<file path="config.mk">
export PLATFORM = sky130hd
export DESIGN_NAME = ws_psum_deskew_collector_flat
export DESIGN_NICKNAME = d
export VERILOG_FILES = /design/src/rtl/ws_psum_deskew_collector_pkg.sv /design/src/rtl/ws_psum_deskew_collector_if.sv /design/src/rtl/ws_psum_deskew_collector_vec_fifo.sv /design/src/rtl/ws_psum_deskew_collector.sv /design/src/flat_wrapper.sv
export SDC_FILE = /design/constraint.sdc
export NUM_CORES = 1
export LEC_CHECK = 0
export ABC_AREA = 1
export CAP_MARGIN = 20
export CORE_MARGIN = 8
export CORE_UTILIZATION = 30
export CTS_CLUSTER_DIAMETER = 150
export DETAILED_ROUTE_END_ITERATION = 8
export SYNTH_ARGS = -nofsm -noshare
export SYNTH_HDL_FRONTEND = slang
export SYNTH_SLANG_ARGS = --single-unit
</file>
<file path="constraint.sdc">
create_clock -name clk -period 10 [get_ports clk]
set_clock_uncertainty 0.05 [all_clocks]
set_input_delay 2 -clock clk [delete_from_list [all_inputs] [get_ports clk]]
set_output_delay 2 -clock clk [all_outputs]
set_load 0.005 [all_outputs]
</file>
<file path="src/rtl/ws_psum_deskew_collector_pkg.sv">
// Shared widths and helpers for the partial-sum deskew collector.
package ws_psum_deskew_collector_pkg;

  // Counter widths for the accepted and dropped vector counts.
  localparam int VEC_CNT_W  = 16;
  localparam int DROP_CNT_W = 8;

  // Each sum lane is twice the PE operand width.
  function automatic int sum_w(input int d_w);
    return 2 * d_w;
  endfunction

  // Lowest bit index of a lane inside a packed lane vector.
  function automatic int lane_lo(input int lane, input int d_w);
    return lane * sum_w(d_w);
  endfunction

endpackage

</file>
<file path="src/rtl/ws_psum_deskew_collector_if.sv">
// Input lanes from the PE array and the aligned-vector output handshake.
//
// Handshake: out_valid means the FIFO head holds an aligned vector and
// out_vec is stable while out_valid && !out_ready. A transfer happens on a
// rising edge where out_valid && out_ready; out_ready while out_valid=0 is
// ignored. The input side has no ready: the array cannot be stalled.
interface ws_psum_deskew_collector_if
  import ws_psum_deskew_collector_pkg::*;
#(
  parameter int D_W  = 8,
  parameter int COLS = 4
) ();
  localparam int VEC_W = COLS * sum_w(D_W);

  logic             in_valid;
  logic [VEC_W-1:0] in_sum;
  logic             out_valid;
  logic             out_ready;
  logic [VEC_W-1:0] out_vec;

  // Producer/consumer side (array plus result writer).
  modport master (
    output in_valid, in_sum, out_ready,
    input  out_valid, out_vec
  );

  // Collector side.
  modport slave (
    input  in_valid, in_sum, out_ready,
    output out_valid, out_vec
  );
endinterface

</file>
<file path="src/rtl/ws_psum_deskew_collector_vec_fifo.sv">
// Small synchronous FIFO holding aligned result vectors.
module ws_vec_fifo #(
  parameter int WIDTH = 64,
  parameter int DEPTH = 4
) (
  input  logic                       clk,
  input  logic                       rst,
  input  logic                       push,
  input  logic                       pop,
  input  logic [WIDTH-1:0]           din,
  output logic [WIDTH-1:0]           head,
  output logic                       full,
  output logic                       empty,
  output logic [$clog2(DEPTH):0]     count
);
  localparam int AW = $clog2(DEPTH);
  localparam int CW = AW + 1;

  logic [WIDTH-1:0] mem [DEPTH];
  logic [AW-1:0]    wr_ptr;
  logic [AW-1:0]    rd_ptr;
  logic [CW-1:0]    cnt;
  logic             push_ok;
  logic             pop_ok;

  // A pop frees the slot a same-cycle push into a full FIFO will reuse.
  assign pop_ok  = pop && !empty;
  assign push_ok = push && (!full || pop_ok);

  assign full  = (cnt == CW'(DEPTH));
  assign empty = (cnt == '0);
  assign count = cnt;
  assign head  = mem[rd_ptr];

  // Storage is written only on an accepted push; no reset needed on data.
  always_ff @(posedge clk) begin
    if (push_ok) mem[wr_ptr] <= din;
  end

  // Pointers wrap naturally at the power-of-two depth.
  always_ff @(posedge clk) begin
    if (!rst) begin
      wr_ptr <= '0;
      rd_ptr <= '0;
      cnt    <= '0;
    end else begin
      if (push_ok) wr_ptr <= wr_ptr + AW'(1);
      if (pop_ok)  rd_ptr <= rd_ptr + AW'(1);
      case ({push_ok, pop_ok})
        2'b10:   cnt <= cnt + CW'(1);
        2'b01:   cnt <= cnt - CW'(1);
        default: cnt <= cnt;
      endcase
    end
  end
endmodule

</file>
<file path="src/rtl/ws_psum_deskew_collector.sv">
// Re-aligns skewed bottom-row partial sums into whole vectors and buffers them.
module ws_psum_deskew_collector
  import ws_psum_deskew_collector_pkg::*;
#(
  parameter int D_W        = 8,
  parameter int COLS       = 4,
  parameter int FIFO_DEPTH = 4,
  parameter int AF_LEVEL   = 2
) (
  input  logic                         clk,
  input  logic                         rst,
  ws_psum_deskew_collector_if.slave    bus,
  input  logic                         clear_flags,
  output logic                         almost_full,
  output logic                         overflow,
  output logic [VEC_CNT_W-1:0]         vec_count,
  output logic [DROP_CNT_W-1:0]        drop_count
);
  localparam int SUM_W = sum_w(D_W);
  localparam int VEC_W = COLS * SUM_W;
  localparam int CNT_W = $clog2(FIFO_DEPTH) + 1;

  logic [SUM_W-1:0] aligned [COLS];
  logic [VEC_W-1:0] aligned_vec;
  logic             vec_done;
  logic             fifo_full;
  logic             fifo_empty;
  logic [CNT_W-1:0] fifo_count;
  logic [VEC_W-1:0] fifo_head;
  logic             pop;
  logic             accept;
  logic             drop;
  logic [CNT_W-1:0] occ_next;

  // Lane c waits COLS-1-c cycles so every lane lines up with the last one.
  for (genvar c = 0; c < COLS; c++) begin : g_lane
    localparam int L = COLS - 1 - c;
    if (L == 0) begin : g_direct
      assign aligned[c] = bus.in_sum[lane_lo(c, D_W) +: SUM_W];
    end else begin : g_delay
      logic [SUM_W-1:0] sr [L];
      // Free-running shift chain; data moves every cycle regardless of valid.
      always_ff @(posedge clk) begin
        if (!rst) begin
          for (int i = 0; i < L; i++) sr[i] <= '0;
        end else begin
          sr[0] <= bus.in_sum[lane_lo(c, D_W) +: SUM_W];
          for (int i = 1; i < L; i++) sr[i] <= sr[i-1];
        end
      end
      assign aligned[c] = sr[L-1];
    end
  end

  // Pack the aligned lanes back into the input lane order.
  always_comb begin
    aligned_vec = '0;
    for (int c = 0; c < COLS; c++) aligned_vec[c*SUM_W +: SUM_W] = aligned[c];
  end

  // The valid pipe tracks when the last lane of a vector has arrived.
  if (COLS == 1) begin : g_no_vpipe
    assign vec_done = bus.in_valid;
  end else begin : g_vpipe
    logic vpipe [COLS-1];
    // Shift in_valid alongside the longest data chain.
    always_ff @(posedge clk) begin
      if (!rst) begin
        for (int i = 0; i < COLS - 1; i++) vpipe[i] <= 1'b0;
      end else begin
        vpipe[0] <= bus.in_valid;
        for (int i = 1; i < COLS - 1; i++) vpipe[i] <= vpipe[i-1];
      end
    end
    assign vec_done = vpipe[COLS-2];
  end

  assign pop    = bus.out_valid && bus.out_ready;
  assign accept = vec_done && (!fifo_full || pop);
  assign drop   = vec_done && !accept;

  ws_vec_fifo #(
    .WIDTH (VEC_W),
    .DEPTH (FIFO_DEPTH)
  ) u_fifo (
    .clk   (clk),
    .rst   (rst),
    .push  (accept),
    .pop   (pop),
    .din   (aligned_vec),
    .head  (fifo_head),
    .full  (fifo_full),
    .empty (fifo_empty),
    .count (fifo_count)
  );

  // Head is only meaningful while the FIFO holds data; show zero otherwise.
  assign bus.out_valid = !fifo_empty;
  assign bus.out_vec   = fifo_empty ? '0 : fifo_head;

  // Occupancy after this edge, used to register almost_full without lag.
  always_comb begin
    occ_next = fifo_count;
    if (accept && !pop) occ_next = fifo_count + CNT_W'(1);
    if (pop && !accept) occ_next = fifo_count - CNT_W'(1);
  end

  // Flags and saturating counters; a drop outranks a same-cycle clear.
  always_ff @(posedge clk) begin
    if (!rst) begin
      almost_full <= 1'b0;
      overflow    <= 1'b0;
      vec_count   <= '0;
      drop_count  <= '0;
    end else begin
      almost_full <= (int'(occ_next) >= AF_LEVEL);
      if (accept && (vec_count != '1)) vec_count <= vec_count + VEC_CNT_W'(1);
      if (drop) begin
        overflow <= 1'b1;
        if (clear_flags)             drop_count <= DROP_CNT_W'(1);
        else if (drop_count != '1)   drop_count <= drop_count + DROP_CNT_W'(1);
      end else if (clear_flags) begin
        overflow   <= 1'b0;
        drop_count <= '0;
      end
    end
  end
endmodule

</file>
<file path="src/flat_wrapper.sv">
// flat-port wrapper written by rule: the top's interface ports become plain ports
module ws_psum_deskew_collector_flat import ws_psum_deskew_collector_pkg::*;
#(
  parameter int D_W        = 8,
  parameter int COLS       = 4,
  parameter int FIFO_DEPTH = 4,
  parameter int AF_LEVEL   = 2
)
  (clk, rst, clear_flags, almost_full, overflow, vec_count, drop_count, bus_in_valid, bus_in_sum, bus_out_ready, bus_out_valid, bus_out_vec);
  ws_psum_deskew_collector_if #(.D_W(D_W), .COLS(COLS)) bus_i ();
  input  logic clk;
  input  logic rst;
  input  logic clear_flags;
  output logic almost_full;
  output logic overflow;
  output logic [VEC_CNT_W-1:0] vec_count;
  output logic [DROP_CNT_W-1:0] drop_count;
  input wire logic [$bits(bus_i.in_valid)-1:0] bus_in_valid;
  input wire logic [$bits(bus_i.in_sum)-1:0] bus_in_sum;
  input wire logic [$bits(bus_i.out_ready)-1:0] bus_out_ready;
  output wire logic [$bits(bus_i.out_valid)-1:0] bus_out_valid;
  output wire logic [$bits(bus_i.out_vec)-1:0] bus_out_vec;
  assign bus_i.in_valid = bus_in_valid;
  assign bus_i.in_sum = bus_in_sum;
  assign bus_i.out_ready = bus_out_ready;
  assign bus_out_valid = bus_i.out_valid;
  assign bus_out_vec = bus_i.out_vec;
  ws_psum_deskew_collector #(.D_W(D_W), .COLS(COLS), .FIFO_DEPTH(FIFO_DEPTH), .AF_LEVEL(AF_LEVEL)) u_core (.clk(clk), .rst(rst), .bus(bus_i), .clear_flags(clear_flags), .almost_full(almost_full), .overflow(overflow), .vec_count(vec_count), .drop_count(drop_count));
endmodule
</file>
### After elaboration in Yosys (flattened, before gate mapping)

Memories as Yosys holds them, arrays and structs flattened. A register that Yosys moved wholly into a read port is not among the register bits.
Cells that the tools add are included.

| storage, ports and cells | value |
|---|---|
| register bits after elaboration | 33 |
| bits in writable memories | 355 |
| word-level logic and storage cells | 78 |
| memories | 5 |

Memory list:

| memory | depth | width | rd ports | clocked after memory_dff | write ports | line | source |
|---|---|---|---|---|---|---|---|
| u_core.u_fifo.mem | 4 | 64 | 1 | 1 | 1 | ws_psum_deskew_collector_vec_fifo.sv:19 | `logic [WIDTH-1:0] mem [DEPTH];` |
| u_core.g_lane[0].g_delay.sr | 3 | 16 | 3 | 0 | 3 | ws_psum_deskew_collector.sv:41 | `logic [SUM_W-1:0] sr [L];` |
| u_core.g_lane[1].g_delay.sr | 2 | 16 | 2 | 0 | 2 | ws_psum_deskew_collector.sv:41 |  |
| u_core.g_lane[2].g_delay.sr | 1 | 16 | 1 | 0 | 1 | ws_psum_deskew_collector.sv:41 |  |
| u_core.g_vpipe.vpipe | 3 | 1 | 3 | 0 | 3 | ws_psum_deskew_collector.sv:65 | `logic vpipe [COLS-1];` |

| operators by class | value |
|---|---|
| add/sub/neg operators | 6 |
| order comparisons | 1 |
| equal/unequal tests | 5 |
| muxes and demuxes | 26 |
| bitwise operators | 8 |
| reductions and logical operators | 20 |

Operator list:

| cell | count |
|---|---|
| $mux 16 | 6 |
| $mux 64 | 1 |
| $mux 8 | 4 |
| $add 16x1->16 const B | 1 |
| $ne 16x16->1 const B | 1 |
| $reduce_or 16->1 | 1 |
| $mux 1 | 10 |
| $add 8x1->8 const B | 1 |
| $logic_and 1x1->1 | 8 |
| $ne 8x8->1 const B | 1 |
| $or 1x1->1 | 8 |
| $mux 3 | 2 |
| $pmux 3 s2 | 1 |
| $reduce_bool 2->1 | 3 |
| $add 2x1->2 const B | 2 |
| $logic_not 1->1 | 4 |
| $mux 2 | 2 |
| $add 3x1->3 const B | 1 |
| $eq 3x3->1 const B | 1 |
| $ge 3x2->1 const B | 1 |
| $logic_not 3->1 | 1 |
| $sub 3x1->3 const B | 1 |
| $eq 2x1->1 const B | 1 |
| $eq 2x2->1 const B | 1 |
| other kinds (2) | 3 |

### Depth between registers and ports, before layout

Gate-level depths: netlist of run 1.

| logic depth | value |
|---|---|
| depth in word-level cells | 9 |
| depth in mapped cells | 10 |

### Cells and area by module

Synthesis of run 1 repeated with hierarchy kept, for this count alone.

| second synthesis, totals | value |
|---|---|
| cells, all modules | 1379 |
| area total of the unflattened synthesis | 14818.0 um^2 |

Modules (own cells, without submodules):

| module | times used | cells an instance | area each (um^2) |
|---|---|---|---|
| ws_vec_fifo | 1 | 693 | 9997.1 |
| ws_psum_deskew_collector | 1 | 686 | 4820.9 |

### Least setup slack after synthesis of run 1

No wires, ideal clock.

| timing path | value |
|---|---|
| path type | input port to flip-flop |
| from | in bus_out_ready |
| to | mem u_core.u_fifo.mem[0][0] (enable) |
| data arrival time | 5.074 ns |
| required time | 9.464 ns |
| setup slack | 4.390 ns |
| stages | 5 |
| path through | inv_1 -> nand3_1 -> nand2_4 -> buf_2 -> nor2_1 |

| on the way | value |
|---|---|
| word-level cells in the longest chain between the ends | 6 |
| elaborated cells between the ends (all ways) | 8 |
| classes of those cells | mux (2); reduce/logical (6) |

RTL lines:

| item | line | source |
|---|---|---|
| start: declaration | flat_wrapper.sv:20 | `input wire logic [$bits(bus_i.out_ready)-1:0] bus_out_ready;` |
| $logic_and 1x1->1 (*) | ws_psum_deskew_collector.sv:78 | `assign pop = bus.out_valid && bus.out_ready;` |
| $logic_or 1x1->1 / $logic_and 1x1->1 (equally long branches) | ws_psum_deskew_collector.sv:79, ws_psum_deskew_collector_vec_fifo.sv:27 |  |
| $logic_and 1x1->1 / $logic_or 1x1->1 (equally long branches) | ws_psum_deskew_collector.sv:79, ws_psum_deskew_collector_vec_fifo.sv:28 |  |
| $logic_and 1x1->1 (*) | ws_psum_deskew_collector_vec_fifo.sv:28 | `assign push_ok = push && (!full \|\| pop_ok);` |
| $mux 1 (*) | ws_psum_deskew_collector_vec_fifo.sv:37 | `if (push_ok) mem[wr_ptr] <= din;` |
| $mux 1 (implied by the code) (*) | ws_psum_deskew_collector_vec_fifo.sv:37 |  |
| end: declaration | ws_psum_deskew_collector_vec_fifo.sv:19 |  |

Mark *: on every way between the ends. The rest lies on a longest branch, timed or not.

==> results of run 1 <==
==> where the power goes <==
group / switching, mW / internal [mW] / total (mW)
clock: 0.619 / 0.891 / 1.51
combinational: 0.577 / 0.478 / 1.06
sequential: 0.0628 / 1.75 / 1.82
total: 1.26 / 3.12 / 4.38
==> sequential cells by signal (all words and copies together), names as in the netlist, 2 cells and up, named ones only <==
register,flops
u_core.u_fifo.rd_ptr,2
u_core.u_fifo.wr_ptr,2
u_core.g_vpipe.vpipe,3
u_core.drop_count,8
u_core.u_fifo.count,3
u_core.vec_count,16
u_core.u_fifo.mem,256
u_core.g_lane.g_delay.sr,96
==> cell usage in the layout, fill, tap and decap left out, drive strengths merged <==
master	n
nand3b	3
a31oi	1
inv	137
edfxtp	256
bufinv	3
nand3	14
clkbuf	55
clkinvlp	5
nand4	8
nand2	180
xnor2	4
a21boi	1
o21ai	141
buf	12
ha	11
clkdlybuf4s50	158
nor3	4
xor2	6
a21oi	90
and3	1
dfxtp	134
clkinv	14
o21bai	1
nor2	303
==> Yosys cell counts, drive strengths merged <==
library cell  instances  share of area
edfxtp              256           0.52
nand3b                3         0.0015
nand2               180          0.047
o21ai               141          0.049
nor3                  4         0.0014
and3                  1        0.00043
a21oi                90          0.033
clkinv                1        0.00034
nor2                303          0.079
a31oi                 1        0.00043
o21bai                1        0.00051
a21boi                1        0.00051
dfxtp               134           0.18
clkbuf               29         0.0074
ha                   11         0.0094
nand4                 8         0.0038
nand3                14         0.0048
xnor2                 4         0.0024
xor2                  6         0.0036
inv                 137          0.035
buf                  37          0.013
==> cell type report <==
| cell class | count | area [µm²] |
|---|---|---|
| clock buffer | 55 | 1150 |
| clock inverter | 21 | 204 |
| fill | 4784 | 30400 |
| inverter | 138 | 520 |
| multi-input combinational | 768 | 3520 |
| sequential | 390 | 10400 |
| tap | 622 | 778 |
| timing repair buffer | 170 | 1690 |
==> worst max-delay path by stage <==
stage	from	to	slack (ps)
3_5_place_dp	register	bus_out_vec[0]	4970
4_1_cts	register	bus_out_vec[0]	4350
6_report	register	bus_out_vec[0]	4490
3_3_place_gp	register	bus_out_vec[14]	5010
5_1_grt	register	bus_out_vec[14]	4120
2_1_floorplan	bus_out_ready	u_core.u_fifo.mem[0][0]$_DFFE_PP_	4390
==> per-stage QoR <==
stage | instances | hold slack, ps | total power, mW | cell area, µm² | setup WS [ps]
after floorplan | 1362 | 336 | 2.35 | 14700 | 4390
after global placement | 2087 | 345 | 2.92 | 16900 | 5010
after detailed placement | 2087 | 349 | 2.93 | 16900 | 4970
after CTS | 2163 | 363 | 4.46 | 18200 | 4350
after global routing | 2164 | 371 | 4.62 | 18200 | 4120
final | 2164 | 360 | 4.38 | 18200 | 4490
==> critical path, stage by stage (launching register included) <==
cell and delay [ps]:
dfxtp_4 730, clkinv_2 590, buf_4 590, o21ai_0 360, a21oi_1 130, clkdlybuf4s50_1 500
==> metal layers <==
layer,vias up,global-route usage,part of all wire
met3,49,0.0327,0.055
met5,-,0,0
met1,4601,0.152,0.45
met4,0,0.0316,0.018
met2,208,0.206,0.48
li1,4768,-,-
==> kinds of logic after synthesis <==
| family | after synthesis |
|---|---|
| simple gates | 513 |
| fa+ha+maj | 11 |
| xor+xnor | 10 |
| compound gates | 234 |
| buf+inv | 204 |
| flops | 390 |
==> metrics.md, run 1 <==
| Metric | Value |
|---|---|
| Fin util | 0.375 |
| Crit path max fanout | just over 90 |
| Synth Register Bits | between 300 and 400 |
| Wire length per cell | roughly 16 µm |
| Setup TNS | 0 ps |
| CTS Hold Buffers Added | 0 |
| Synth Cell Area | ~0.015 mm² |
| Total Routing Usage GR | 0.121 |
| Root Driver | clkbuf_16 |
| Synth Area in Compound Gates | 0.0835 |
| # DRC | 0 |
| Adder-cell area share of the yosys netlist | 0.00938 |
| First-pass GRT wire length | 54400 µm |
| Drt via density | 4.45 |
| Cell count of the worst reg-to-reg path | 10 |
| Mux cell area share after synthesis | 0 |
| HPWL after DPL | 19500 µm |
| FMAX | 181 MHz |
| Largest net degree at the start of global routing | 93 |
| Critical path class | register to output port |
| Hold path depth | 2 |
| Synthesized area per cell | 10.8 µm² |
| Reg2reg start | u_core.u_fifo.count[1]$_SDFFE_PN0P_ |
| Critical path arrival | 3460 ps |
| Skew-Pair Late Insertion Delay | between 500 and 600 ps |
| # clock sinks | slightly below 400 |
| Leakage | approximately 7 nW |
| Synth Area in Simple Gates | 0.138 |
| IO Count | 160 |
| Final setup violation count | 0 |
| CP Launch Type | register |
| GPL Wtd Cong | 0.764 |
| Vias in the first global route | approximately 9.8k |
| Slew @ Worst Pin | 1070 ps |
| Number of DRC markers in iteration 0 | 498 |
| TritonCTS clock tree | done |
| Rows | 81 |
| Post-synthesis cell type count | 33 |
| Synth Instances | 1362 |
| NumNets Final | 1590 |
| Area Overhead vs Synth | 24.3% |
| Register area share after synthesis | 0.707 |
| Worst-path clk slew | 60 ps |
| Setup repair bufs after CTS | 0 |
| H-tree Lvls | 2 |
| Synth Warn # | 0 |
| DRT Wirelength | 34300 µm |
| Power density cells | 240 mW/mm² |
| Post-Synth XOR/XNOR Area | 0.00597 |
| Worst Hold End | u_core.g_lane[0].g_delay.sr[0][24]$_SDFF_PN0_ |
| Global route total overflow | 0 |
| Port Buffers | 159 |
| Final Slew Violations | 0 |
| Hold crit path type | register to register |
| CTS resizes | 0 |
| Proportion of layout cells with a drive suffix above 1 | 0.0726 |
| Syn Nets | 1442 |
| Starting density of the core | 0.302 |
| Core Box Area | roughly 0.05 mm² |
| Max cap viols | 0 |
| Total die area | between 0.05 and 0.06 mm² |
| Clock Tree Buf Depth | 3 |
| Fin crit period | between 5000 and 6000 ps |
| Largest family of logic cells by synthesized area | simple AND/OR/NAND/NOR gates |
| Max-slew headroom | 0.287 |
| Worst Path Required | 7950 ps |
| RSZ-0062 raised after global routing | no |
| DIE WIDTH | 237 µm |
| Register-to-register setup slack | 7300 ps |
| Fin crit share | 0.551 |
| Final hold vios | 0 |
| Outcome | finished clean |
| Initial antenna violation count | 0 |
| Number of buffers created by CTS | 42 |
| Drt first pass iters | 5 |
| Via count | around 9.6k |
| Worst reg2reg path endpoint | u_core.u_fifo.count[1]$_SDFFE_PN0P_ |
| Worst vdd ir | 152 µV |
| Antenna cells | 0 |
| Worst Hold Launch | u_core.g_lane[0].g_delay.sr[0][8]$_SDFF_PN0_ |
| Crit. End Element | output port |
| Die Height | 237 µm |
| Routed Antenna Nets | 0 |
Power figures use the tool's default switching activity.
==> inputs of run 2 (changes only) <==
==> constraint.sdc (replaced) <==
create_clock -name clk -period 5.5 [get_ports clk]
set_clock_uncertainty 0.05 [all_clocks]
set_input_delay 1.1 -clock clk [delete_from_list [all_inputs] [get_ports clk]]
set_output_delay 1.1 -clock clk [all_outputs]
set_load 0.005 [all_outputs]
==> metrics.md, run 2 (synthesis results as in run 1) <==
| Metric | Value |
|---|---|
| Outcome | finished clean |
| Vias in the first global route | 9366 (-4.7%) |
| Largest Register | u_core.u_fifo.mem |
| Number of DRC markers in iteration 0 | 550 (+10%) |
| Number of buffers created by CTS | 42 (unchanged) |
| Critical path class | register to output port |
| Drt via density | 4.41 (-0.83%) |
| Inst Count DP | 2088 (+0.048%) |
| Root Driver | clkbuf_16 |
| CP peak stage delay | 740 ps (about the same) |
| Via count | 9546 (-0.83%) |
| Hold Slack | 356 ps (-4.34 ps) |
| Setup TNS | 0 ps (unchanged) |
| Port Buffers | 159 (unchanged) |
| Total Routing Usage GR | 0.117 (-0.00455) |
| Slew @ Worst Pin | 1030 ps (-42.7 ps) |
| Max cap viols | 0 (unchanged) |
| Cell Chain, Critical Path | clkinv_2, buf_4, o21ai_0, a21oi_1, clkdlybuf4s50_1 |
| Most frequent cells in the layout | nor2_1 (291), edfxtp_1 (256), nand2_1 (174), clkdlybuf4s50_1 (158), o21ai_0 (137) |
| First-pass GRT wire length | 51900 µm (-4.6%) |
| Starting density of the core | 0.302 (unchanged) |
| # DRC | 0 (unchanged) |
| HPWL after DPL | 19900 µm (+1.8%) |
| Final Slew Violations | 0 (unchanged) |
| # clock sinks | 390 (unchanged) |
| Power density cells | 438 mW/mm² (+82%) |
| Worst Path Required | 4350 ps (-3600 ps) |
| Fin crit share | 0.827 |
| Slowest stage cell, crit path | clkinv_2 |
| Skew-Pair Late Insertion Delay | 540 ps (about the same) |
| Total die area | 0.0563 mm² (unchanged) |
| Crit. End Element | output port |
| RSZ-0062 raised after global routing | no |
| Final hold vios | 0 (unchanged) |
| Rows | 81 (unchanged) |
| Post-DP Area | 0.0169 mm² (+0.42%) |
| Fin crit period | 4550 ps |
| TritonCTS clock tree | done |
| CP Launch Type | register |
| NumNets Final | 1590 (unchanged) |
| Drt first pass iters | 5 (unchanged) |
| Leakage | 7.03 nW (+0.32%) |
| Fin area | 0.0183 mm² (+0.23%) |
| Initial antenna violation count | 1 (+1) |
| Final setup violation count | 0 (unchanged) |
| CTS Hold Buffers Added | 0 (unchanged) |
| DRT Wirelength | 33900 µm (-0.98%) |
| Die Height | 237 µm (unchanged) |
| Commonest non-fill, non-tap cell in the layout | nor2_1 |
| Worst-path clk slew | 60 ps (about the same) |
| Crit path max fanout | 56 (-39%) |
| Top flop regs | u_core.u_fifo.mem x256, u_core.g_lane.g_delay.sr x96, u_core.vec_count x16 |
| CTS resizes | 0 (unchanged) |
| H-tree Lvls | 2 (unchanged) |
| Core Box Area | 0.0486 mm² (unchanged) |
| Total power | 8.01 mW (+83%) |
| Wire length per cell | 15.7 µm (-0.98%) |
| Non-Filler Instances | 2164 (unchanged) |
| IO Count | 160 (unchanged) |
| Critical path arrival | 3400 ps (-60 ps) |
| GPL Wtd Cong | 0.804 (+5.3%) |
| Largest register FFs | 256 (unchanged) |
| Largest net degree at the start of global routing | 81 (-13%) |
| Hold crit path type | register to register |
| DIE WIDTH | 237 µm (unchanged) |
| Global route total overflow | 0 (unchanged) |
| Worst vdd ir | 223 µV (+46%) |
| Area Overhead vs Synth | 24.6% |
| FMAX | 220 MHz |
| Antenna cells | 0 (unchanged) |
| Setup repair bufs after CTS | 0 (unchanged) |
| Fillers | 4672 (-2.3%) |
| Max-slew headroom | 0.314 (+0.0268) |
| Routed Antenna Nets | 0 (unchanged) |
| Clock Tree Buf Depth | 3 (unchanged) |
| Proportion of layout cells with a drive suffix above 1 | 0.0694 (-0.00324) |
==> run 2: cell types whose count changed in the layout (fill, tap and decap cells not counted), moves of 2 or more <==
cell        before  now
clkbuf_8         5    3
clkbuf_16       42   44
buf_12           0    5
clkinv_4         0    2
buf_4           11    7
clkinvlp_4       5    0
clkbuf_1         8   12
==> run 2: layer usage <==
layer  wire length [µm]  track usage  part of all wire
met5                 13            0           0.00038
met4                896       0.0401             0.026
met3               2130       0.0344             0.063
met2              15800        0.194              0.47
met1              15100        0.144              0.44
==> run 2: area by class of cell <==
type	instances	area, µm²	area share
tap	622	778	0.0426
inverter	138	520	0.0285
multi-input combinational	768	3520	0.193
clock buffer	59	1190	0.0650
timing repair buffer	170	1730	0.0949
clock inverter	17	166	0.00910
sequential	390	10400	0.568
==> run 2: worst paths after layout <==
| kind | from | to | slack (ps) | cells after the start |
|---|---|---|---|---|
| worst min register to register | u_core.g_lane[0].g_delay.sr[0][26]$_SDFF_PN0_ | u_core.g_lane[0].g_delay.sr[0][42]$_SDFF_PN0_ | 360 | 2 |
| worst max-delay path | register | bus_out_vec[25] | 950 | 5 |
| worst min-delay path | u_core.g_lane[0].g_delay.sr[0][26]$_SDFF_PN0_ | u_core.g_lane[0].g_delay.sr[0][42]$_SDFF_PN0_ | 360 | 2 |
| worst max register to register | u_core.u_fifo.count[1]$_SDFFE_PN0P_ | u_core.u_fifo.count[1]$_SDFFE_PN0P_ | 2890 | 9 |
==> run 2: per-stage QoR <==
step / utilization / setup WS [ps]
floorplan: - / 790
finish: 0.376 / 950
detailed placement: 0.348 / 1420
global route: 0.376 / 661
global placement: 0.348 / 1520
CTS: 0.376 / 816
==> run 2: critical path, delay by kind of cell, from the launching register on <==
family / cells / cell delay [ps]
flip-flops: 1 / 690
buffers and inverters: 3 / 1760
AO/OA/AOI/OAI: 2 / 360
==> run 2: report_power, final <==
| part | internal [mW] | switching, mW |
|---|---|---|
| clock | 1.65 | 1.11 |
| combinational | 0.892 | 1.08 |
| sequential | 3.19 | 0.0937 |
==> inputs of run 3 (changes only) <==
==> constraint.sdc (replaced) <==
create_clock -name clk -period 3.9 [get_ports clk]
set_clock_uncertainty 0.05 [all_clocks]
set_input_delay 0.78 -clock clk [delete_from_list [all_inputs] [get_ports clk]]
set_output_delay 0.78 -clock clk [all_outputs]
set_load 0.005 [all_outputs]
==> metrics.md, run 3 (synthesis results as in run 1) <==
| Metric | Value |
|---|---|
| Outcome | finished clean |
| Proportion of layout cells with a drive suffix above 1 | 0.0781 (+0.00867) |
| Multi-input gate area in the final layout | 0.00352 mm² (unchanged) |
| Top flop regs | u_core.u_fifo.mem x256, u_core.g_lane.g_delay.sr x96, u_core.vec_count x16 |
| Setup TNS | 0 ps (unchanged) |
| DRT Wirelength | 34100 µm (+0.57%) |
| Number of DRC markers in iteration 0 | 622 (+13%) |
| Leakage | 7.14 nW (+1.5%) |
| Vias in the first global route | 9849 (+5.2%) |
| Core Box Area | 0.0486 mm² (unchanged) |
| Rows | 81 (unchanged) |
| Wire length per cell | 15.7 µm (+0.20%) |
| Via count | 9655 (+1.1%) |
| Worst vdd ir | 478 µV (+110%) |
| H-tree Lvls | 2 (unchanged) |
| Setup repair bufs after CTS | 0 (unchanged) |
| Register area | 0.0104 mm² (unchanged) |
| Total die area | 0.0563 mm² (unchanged) |
| Register-to-register setup slack | 1230 ps (-1660 ps) |
| First-pass GRT wire length | 54200 µm (+4.3%) |
| Final setup violation count | 0 (unchanged) |
| Port Buffers | 159 (unchanged) |
| Total power | 11.6 mW (+45%) |
| Antenna cells | 0 (unchanged) |
| Critical path arrival | 2780 ps (-620 ps) |
| Drt via density | 4.45 (+0.77%) |
| Most frequent cells in the layout | nor2_1 (291), edfxtp_1 (256), nand2_1 (174), clkdlybuf4s50_1 (158), o21ai_0 (137) |
| Largest register FFs | 256 (unchanged) |
| Slew @ Worst Pin | 947 ps (-79.5 ps) |
| Starting density of the core | 0.302 (unchanged) |
| Hold path depth | 2 (unchanged) |
| Critical path's top delay family | buffers and inverters |
| CP peak stage delay | 550 ps (-190 ps) |
| FMAX | 277 MHz |
| Initial antenna violation count | 0 (-1) |
| Hold crit path type | register to register |
| Power density cells | 628 mW/mm² (+43%) |
| Worst reg2reg path endpoint | u_core.u_fifo.count[0]$_SDFFE_PN0P_ |
| Fillers | 4730 (+1.2%) |
| Worst Hold Launch | u_core.g_lane[0].g_delay.sr[0][10]$_SDFF_PN0_ |
| Drt first pass iters | 5 (unchanged) |
| NumNets Final | 1595 (+0.31%) |
| Largest Register | u_core.u_fifo.mem |
| Max cap viols | 0 (unchanged) |
| Worst-path clk slew | 60 ps (about the same) |
| Global route total overflow | 0 (unchanged) |
| Max-slew headroom | 0.367 (+0.0531) |
| CTS resizes | 0 (unchanged) |
| Number of buffers and inverters on the critical path | 3 (unchanged) |
| Slowest stage cell, crit path | clkinv_2 |
| Final Slew Violations | 0 (unchanged) |
| Area Overhead vs Synth | 26.3% |
| CP Launch Type | register |
| Die Height | 237 µm (unchanged) |
| CTS Hold Buffers Added | 0 (unchanged) |
| HPWL after DPL | 20200 µm (+1.7%) |
| Total Routing Usage GR | 0.120 (+0.00356) |
| IO Count | 160 (unchanged) |
| Reg2reg start | u_core.u_fifo.count[1]$_SDFFE_PN0P_ |
| Critical path class | register to output port |
| RSZ-0062 raised after global routing | no |
| # clock sinks | 390 (unchanged) |
| # DRC | 0 (unchanged) |
| Number of buffers created by CTS | 43 (+2.4%) |
| Cell count of the worst reg-to-reg path | 9 (unchanged) |
| Root Driver | clkbuf_16 |
| Clock Tree Buf Depth | 3 (unchanged) |
| Commonest non-fill, non-tap cell in the layout | nor2_1 |
| GPL Wtd Cong | 0.786 (-2.3%) |
| Cell Chain, Critical Path | clkinv_2, buf_12, o21ai_0, a21oi_1, clkdlybuf4s50_1 |
| Worst Path Required | 3070 ps (-1280 ps) |
| Routed Antenna Nets | 0 (unchanged) |
| TritonCTS clock tree | done |
| DIE WIDTH | 237 µm (unchanged) |
| Fin crit share | 0.926 |
| Worst Hold End | u_core.g_lane[0].g_delay.sr[0][26]$_SDFF_PN0_ |
| Final hold vios | 0 (unchanged) |
| Crit path max fanout | 54 (-3.6%) |
| Largest net degree at the start of global routing | 129 (+59%) |
| Skew-Pair Late Insertion Delay | 550 ps (about the same) |
| Crit. End Element | output port |
| Fin crit period | 3610 ps |
run 3: how the worst max path moves through the flow:
stage / startpoint / to / slack [ps] / cells after the start
after global routing: register / bus_out_vec[7] / 10 / 5
after detailed placement: register / bus_out_vec[7] / 760 / 5
final: register / bus_out_vec[44] / 290 / 5
after floorplan: bus_out_ready / u_core.u_fifo.mem[0][0]$_DFFE_PP_ / -490 / 5
after CTS: register / bus_out_vec[7] / 140 / 5
after global placement: register / bus_out_vec[9] / 780 / 5
run 3: metrics by stage:
| step | hold WS [ps] | instance area, µm² | utilization | instances | worst slack [ps] |
|---|---|---|---|---|---|
| floorplan | 336 | 14700 | - | 1362 | -490 |
| detailed placement | 347 | 17000 | 0.350 | 2092 | 758 |
| global route | 371 | 18500 | 0.381 | 2172 | 9.99 |
| global placement | 346 | 17000 | 0.350 | 2092 | 785 |
| finish | 353 | 18500 | 0.381 | 2172 | 289 |
| CTS | 358 | 18500 | 0.381 | 2172 | 141 |
run 3: cell type report:
type	count	share of cell area
Clock inverter	21	0.0145
Tap cell	622	0.0420
Multi-Input combinational cell	768	0.190
Timing Repair Buffer	174	0.0993
Sequential cell	390	0.560
Clock buffer	59	0.0663
Inverter	138	0.0281
run 3: report_power, final:
group	switching, mW	internal (mW)
registers	0.0685	4.50
clock network	1.63	2.56
logic	1.55	1.34
total	3.24	8.39
run 3: worst register-to-register path, delay by kind of cell (launching register included):
| family | cells | cell delay, ps |
|---|---|---|
| AND/OR/NAND/NOR | 3 | 1140 |
| flip-flops | 1 | 330 |
| adder cells (fa/ha/maj) | 2 | 650 |
| buffers and inverters | 2 | 190 |
| AO/OA/AOI/OAI | 2 | 240 |
run 3: layer usage:
layer | global-route usage | up-vias | part of all wire
li1 | - | 4783 | -
met1 | 0.150 | 4616 | 0.45
met2 | 0.201 | 211 | 0.47
met3 | 0.0367 | 45 | 0.061
met4 | 0.0324 | 0 | 0.017
met5 | 0 | - | 0
==> RTL change 1 (settings of run 3) <==
Change the package constant `VEC_CNT_W` from 16 to 18.
--- a/src/rtl/ws_psum_deskew_collector_pkg.sv
+++ b/src/rtl/ws_psum_deskew_collector_pkg.sv
@@ -3,5 +3,5 @@
 
   // Counter widths for the accepted and dropped vector counts.
-  localparam int VEC_CNT_W  = 16;
+  localparam int VEC_CNT_W  = 18;
   localparam int DROP_CNT_W = 8;
 
Ports: changed (resized vec_count); port bits go from 160 to 162. The function was not compared with the original's and may differ.
==> RTL change 1 against run 3 <==
Die area is 0.78% higher. Synthesized area is 0.84% higher. Worst setup slack worse by 23 ps. Wire length is 2.5% higher. Count of clock-buffer cells in the layout is 3 lower. Sequential cell count is 2 higher. Cell area is 0.24% higher. Total power is 0.49% higher. Critical path type unchanged. Largest power group unchanged.
==> RTL change 1: results (changes against run 3) <==
| Metric | Value |
|---|---|
| Status | `completed` |
| Leak Pwr | `7.20 nW (+0.84%)` |
| Port buffer count | `161 (+1.3%)` |
| CLK BUF | `56 (-5.1%)` |
| DRT met1 WL | `15600 um (+0.94%)` |
| First-pass GRT wire length | `53800 um (-0.62%)` |
| Flop pwr share | `39.6% (+0.4 points)` |
| Max IR drop VDD | `0.000565 V (+18%)` |
| Layout cell share with drive strength beyond 1 | `8.16% (+0.36 points)` |
| Synth top area share | `51.9% (-0.43 points)` |
| XOR/XNOR Fraction of Synth Area | `0.829% (+0.23 points)` |
| Syn_nets | `1454 (+0.83%)` |
| Yosys reg bits | `392 (+0.51%)` |
| Comb power frac | `26.5% (+1.7 points)` |
| Met2 usage | `19.9% (-0.12 points)` |
| Synth Instances | `1374 (+0.88%)` |
| DP Area | `17200 um^2 (+0.84%)` |
| Signal buffers | `180 (+3.4%)` |
| Invs w/o clock | `145 (+5.1%)` |
| Fillers | `4807 (+1.6%)` |
| Compound-cell area share of the yosys netlist | `8.42% (+0.066 points)` |
| Pre-CTS WS | `821 ps (+62.7 ps)` |
| Synth top cells by count | `nor2_1, edfxtp_1, nand2_1` |
| Largest net degree at the start of global routing | `68 (-47%)` |
| Largest regs | `u_core.u_fifo.mem: 256 flops, u_core.g_lane.g_delay.sr: 96 flops, u_core.vec_count: 18 flops` |
| Distinct cells, synth | `35 (+6.1%)` |
| Met1 Use GR | `15.2% (+0.17 points)` |
| Dpl hpwl | `21300 um (+5.4%)` |
| Sw frac | `29.2% (+1.4 points)` |
| Top cells by area, synth | `edfxtp_1, dfxtp_1, nor2_1` |
| Arr. time, crit path | `2800 ps (+20 ps)` |
| #MultiIn Comb | `772 (+0.52%)` |
| Met2 wire length | `16700 um (+3.9%)` |
| Cell Pwr Density | `629 nW/um^2 (+0.25%)` |
| Final wirelength | `35000 um (+2.5%)` |
[RTL change 1: cell count changes in the layout (fill, tap and decap cells not counted), sizes merged, moves of 4 or more]
cell | run 3 | this run
nor2 | 303 | 298
nand3 | 14 | 22
inv | 137 | 147
clkinv | 13 | 17
buf | 16 | 20
[RTL change 1: final timing paths]
| kind | start | end | slack [ps] | cells past startpoint |
|---|---|---|---|---|
| setup / recovery | register | bus_out_vec[63] | 270 | 5 |
| hold / removal | u_core.g_lane[0].g_delay.sr[0][14] | u_core.g_lane[0].g_delay.sr[0][30] | 360 | 2 |
| setup reg to reg | u_core.u_fifo.count[1] | u_core.u_fifo.mem[3][6] | 1610 | 8 |
| hold reg to reg | u_core.g_lane[0].g_delay.sr[0][14] | u_core.g_lane[0].g_delay.sr[0][30] | 360 | 2 |
[RTL change 1: critical path: stages, from the launching register on]
cell and delay (ps):
dfxtp_4 600, clkinv_2 430, buf_12 330, o21ai_0 290, a21oi_1 100, clkdlybuf4s50_1 460
==> RTL change 2 (config.mk and constraints of run 3) <==
Made on the original files. Reset style: asynchronous (`rst`), changed in 4 clocked blocks.
--- a/src/rtl/ws_psum_deskew_collector_vec_fifo.sv
+++ b/src/rtl/ws_psum_deskew_collector_vec_fifo.sv
@@ -39,5 +39,5 @@
 
   // Pointers wrap naturally at the power-of-two depth.
-  always_ff @(posedge clk) begin
+  always_ff @(posedge clk or negedge rst) begin
     if (!rst) begin
       wr_ptr <= '0;
--- a/src/rtl/ws_psum_deskew_collector.sv
+++ b/src/rtl/ws_psum_deskew_collector.sv
@@ -41,5 +41,5 @@
       logic [SUM_W-1:0] sr [L];
       // Free-running shift chain; data moves every cycle regardless of valid.
-      always_ff @(posedge clk) begin
+      always_ff @(posedge clk or negedge rst) begin
         if (!rst) begin
           for (int i = 0; i < L; i++) sr[i] <= '0;
@@ -65,5 +65,5 @@
     logic vpipe [COLS-1];
     // Shift in_valid alongside the longest data chain.
-    always_ff @(posedge clk) begin
+    always_ff @(posedge clk or negedge rst) begin
       if (!rst) begin
         for (int i = 0; i < COLS - 1; i++) vpipe[i] <= 1'b0;
@@ -107,5 +107,5 @@
 
   // Flags and saturating counters; a drop outranks a same-cycle clear.
-  always_ff @(posedge clk) begin
+  always_ff @(posedge clk or negedge rst) begin
     if (!rst) begin
       almost_full <= 1'b0;
Function: differs if rst is asserted again (counterexample within 10 cycles, from zero or initial values and one cycle with rst low); with rst held inactive, the same outputs for 10 cycles.
==> RTL change 2 against run 3 <==
Worst setup slack worse by 94 ps. Wire length down 2.0%. Global-route usage about the same. Sequential cell count down 2. Total power up 17%. Synthesized area down 2.1%. Sequential power up 18%. Count of clock-buffer cells in the layout down 5. Cell area down 2.2%. First-iteration DRC count down 9.8%. Largest cell class unchanged. Highest routed layer is now met5.
==> RTL change 2: results (changes against run 3) <==
| Metric | Value |
|---|---|
| Status | `completed` |
| GRT Util Overall | `12.0% (-0.023 points)` |
| DP Area | `16800 um^2 (-1.5%)` |
| Flop pwr share | `39.4% (+0.2 points)` |
| Final min period | `3700 ps (+93.7 ps)` |
| Layout cell share with drive strength beyond 1 | `7.38% (-0.43 points)` |
| Worst r2r dst | `u_core.u_fifo.mem[2][48]` |
| Largest net degree at the start of global routing | `66 (-49%)` |
| Seq/Total Area, Yosys | `76.5% (+5.9 points)` |
| Fin nets | `1388 (-13%)` |
| CP max FO | `58 (+7.4%)` |
| Power Sequential | `0.00537 W (+18%)` |
| CP max-delay cell | `dfrtp_4` |
| Final wirelength | `33400 um (-2.0%)` |
| Via/cell ratio | `4.52 (+1.7%)` |
| Distinct cells, synth | `27 (-18%)` |
| Routed wire per std cell | `17.1 um (+8.7%)` |
| Pre-CTS WS | `616 ps (-142 ps)` |
| Vias in the first global route | `9007 (-8.5%)` |
| Iteration-0 DRC Markers | `561 (-9.8%)` |
| CP peak stage delay | `690 ps (+140 ps)` |
| Leak Pwr | `6.63 nW (-7.2%)` |
| Syn_area_per_cell | `12.6 um^2 (+17%)` |
| Dpl cells | `1879 (-10%)` |
| Slew headroom | `38.9% (+2.2 points)` |
| R2r setup slk | `1610 ps (+380 ps)` |
| Proportion of synthesized flip-flops having asynchronous set or reset | `34.0% (+34 points)` |
| Worst r2r src | `u_core.u_fifo.count[1]` |
| Post_cts resized | `1 (+1)` |
| First-pass GRT wire length | `52500 um (-3.1%)` |
| Initial antenna violation count | `2 (+2)` |
RTL change 2: area by class of cell:
class,instances,area (um^2)
well taps,615,769
flip-flops and latches,388,11000
multi-input cells,658,3020
clock buffers,54,1140
fillers,4479,29400
clock inverters,24,195
repair buffers,177,1850
inverters,41,159
RTL change 2: logic make-up (layout without fill, tap and decap cells):
logic type / count (synthesis) / count (layout) / synth area share [%]
XOR/XNOR: 13 / 13 / 0.793
buffers and inverters: 92 / 296 / 2.66
flip-flops: 388 / 388 / 76.5
AO/OA/AOI/OAI: 215 / 215 / 7.65
AND/OR/NAND/NOR: 419 / 419 / 11.4
adder cells (fa/ha/maj): 11 / 11 / 0.958
RTL change 2: routing by layer:
layer | part of all wire, % | global-route usage (%) | up-vias
met5 | 0.057 | 0 | -
met4 | 2.1 | 3.11 | 4
met3 | 7.5 | 4.28 | 57
met2 | 45 | 18.9 | 234
met1 | 45 | 15.5 | 4314
li1 | - | - | 4240
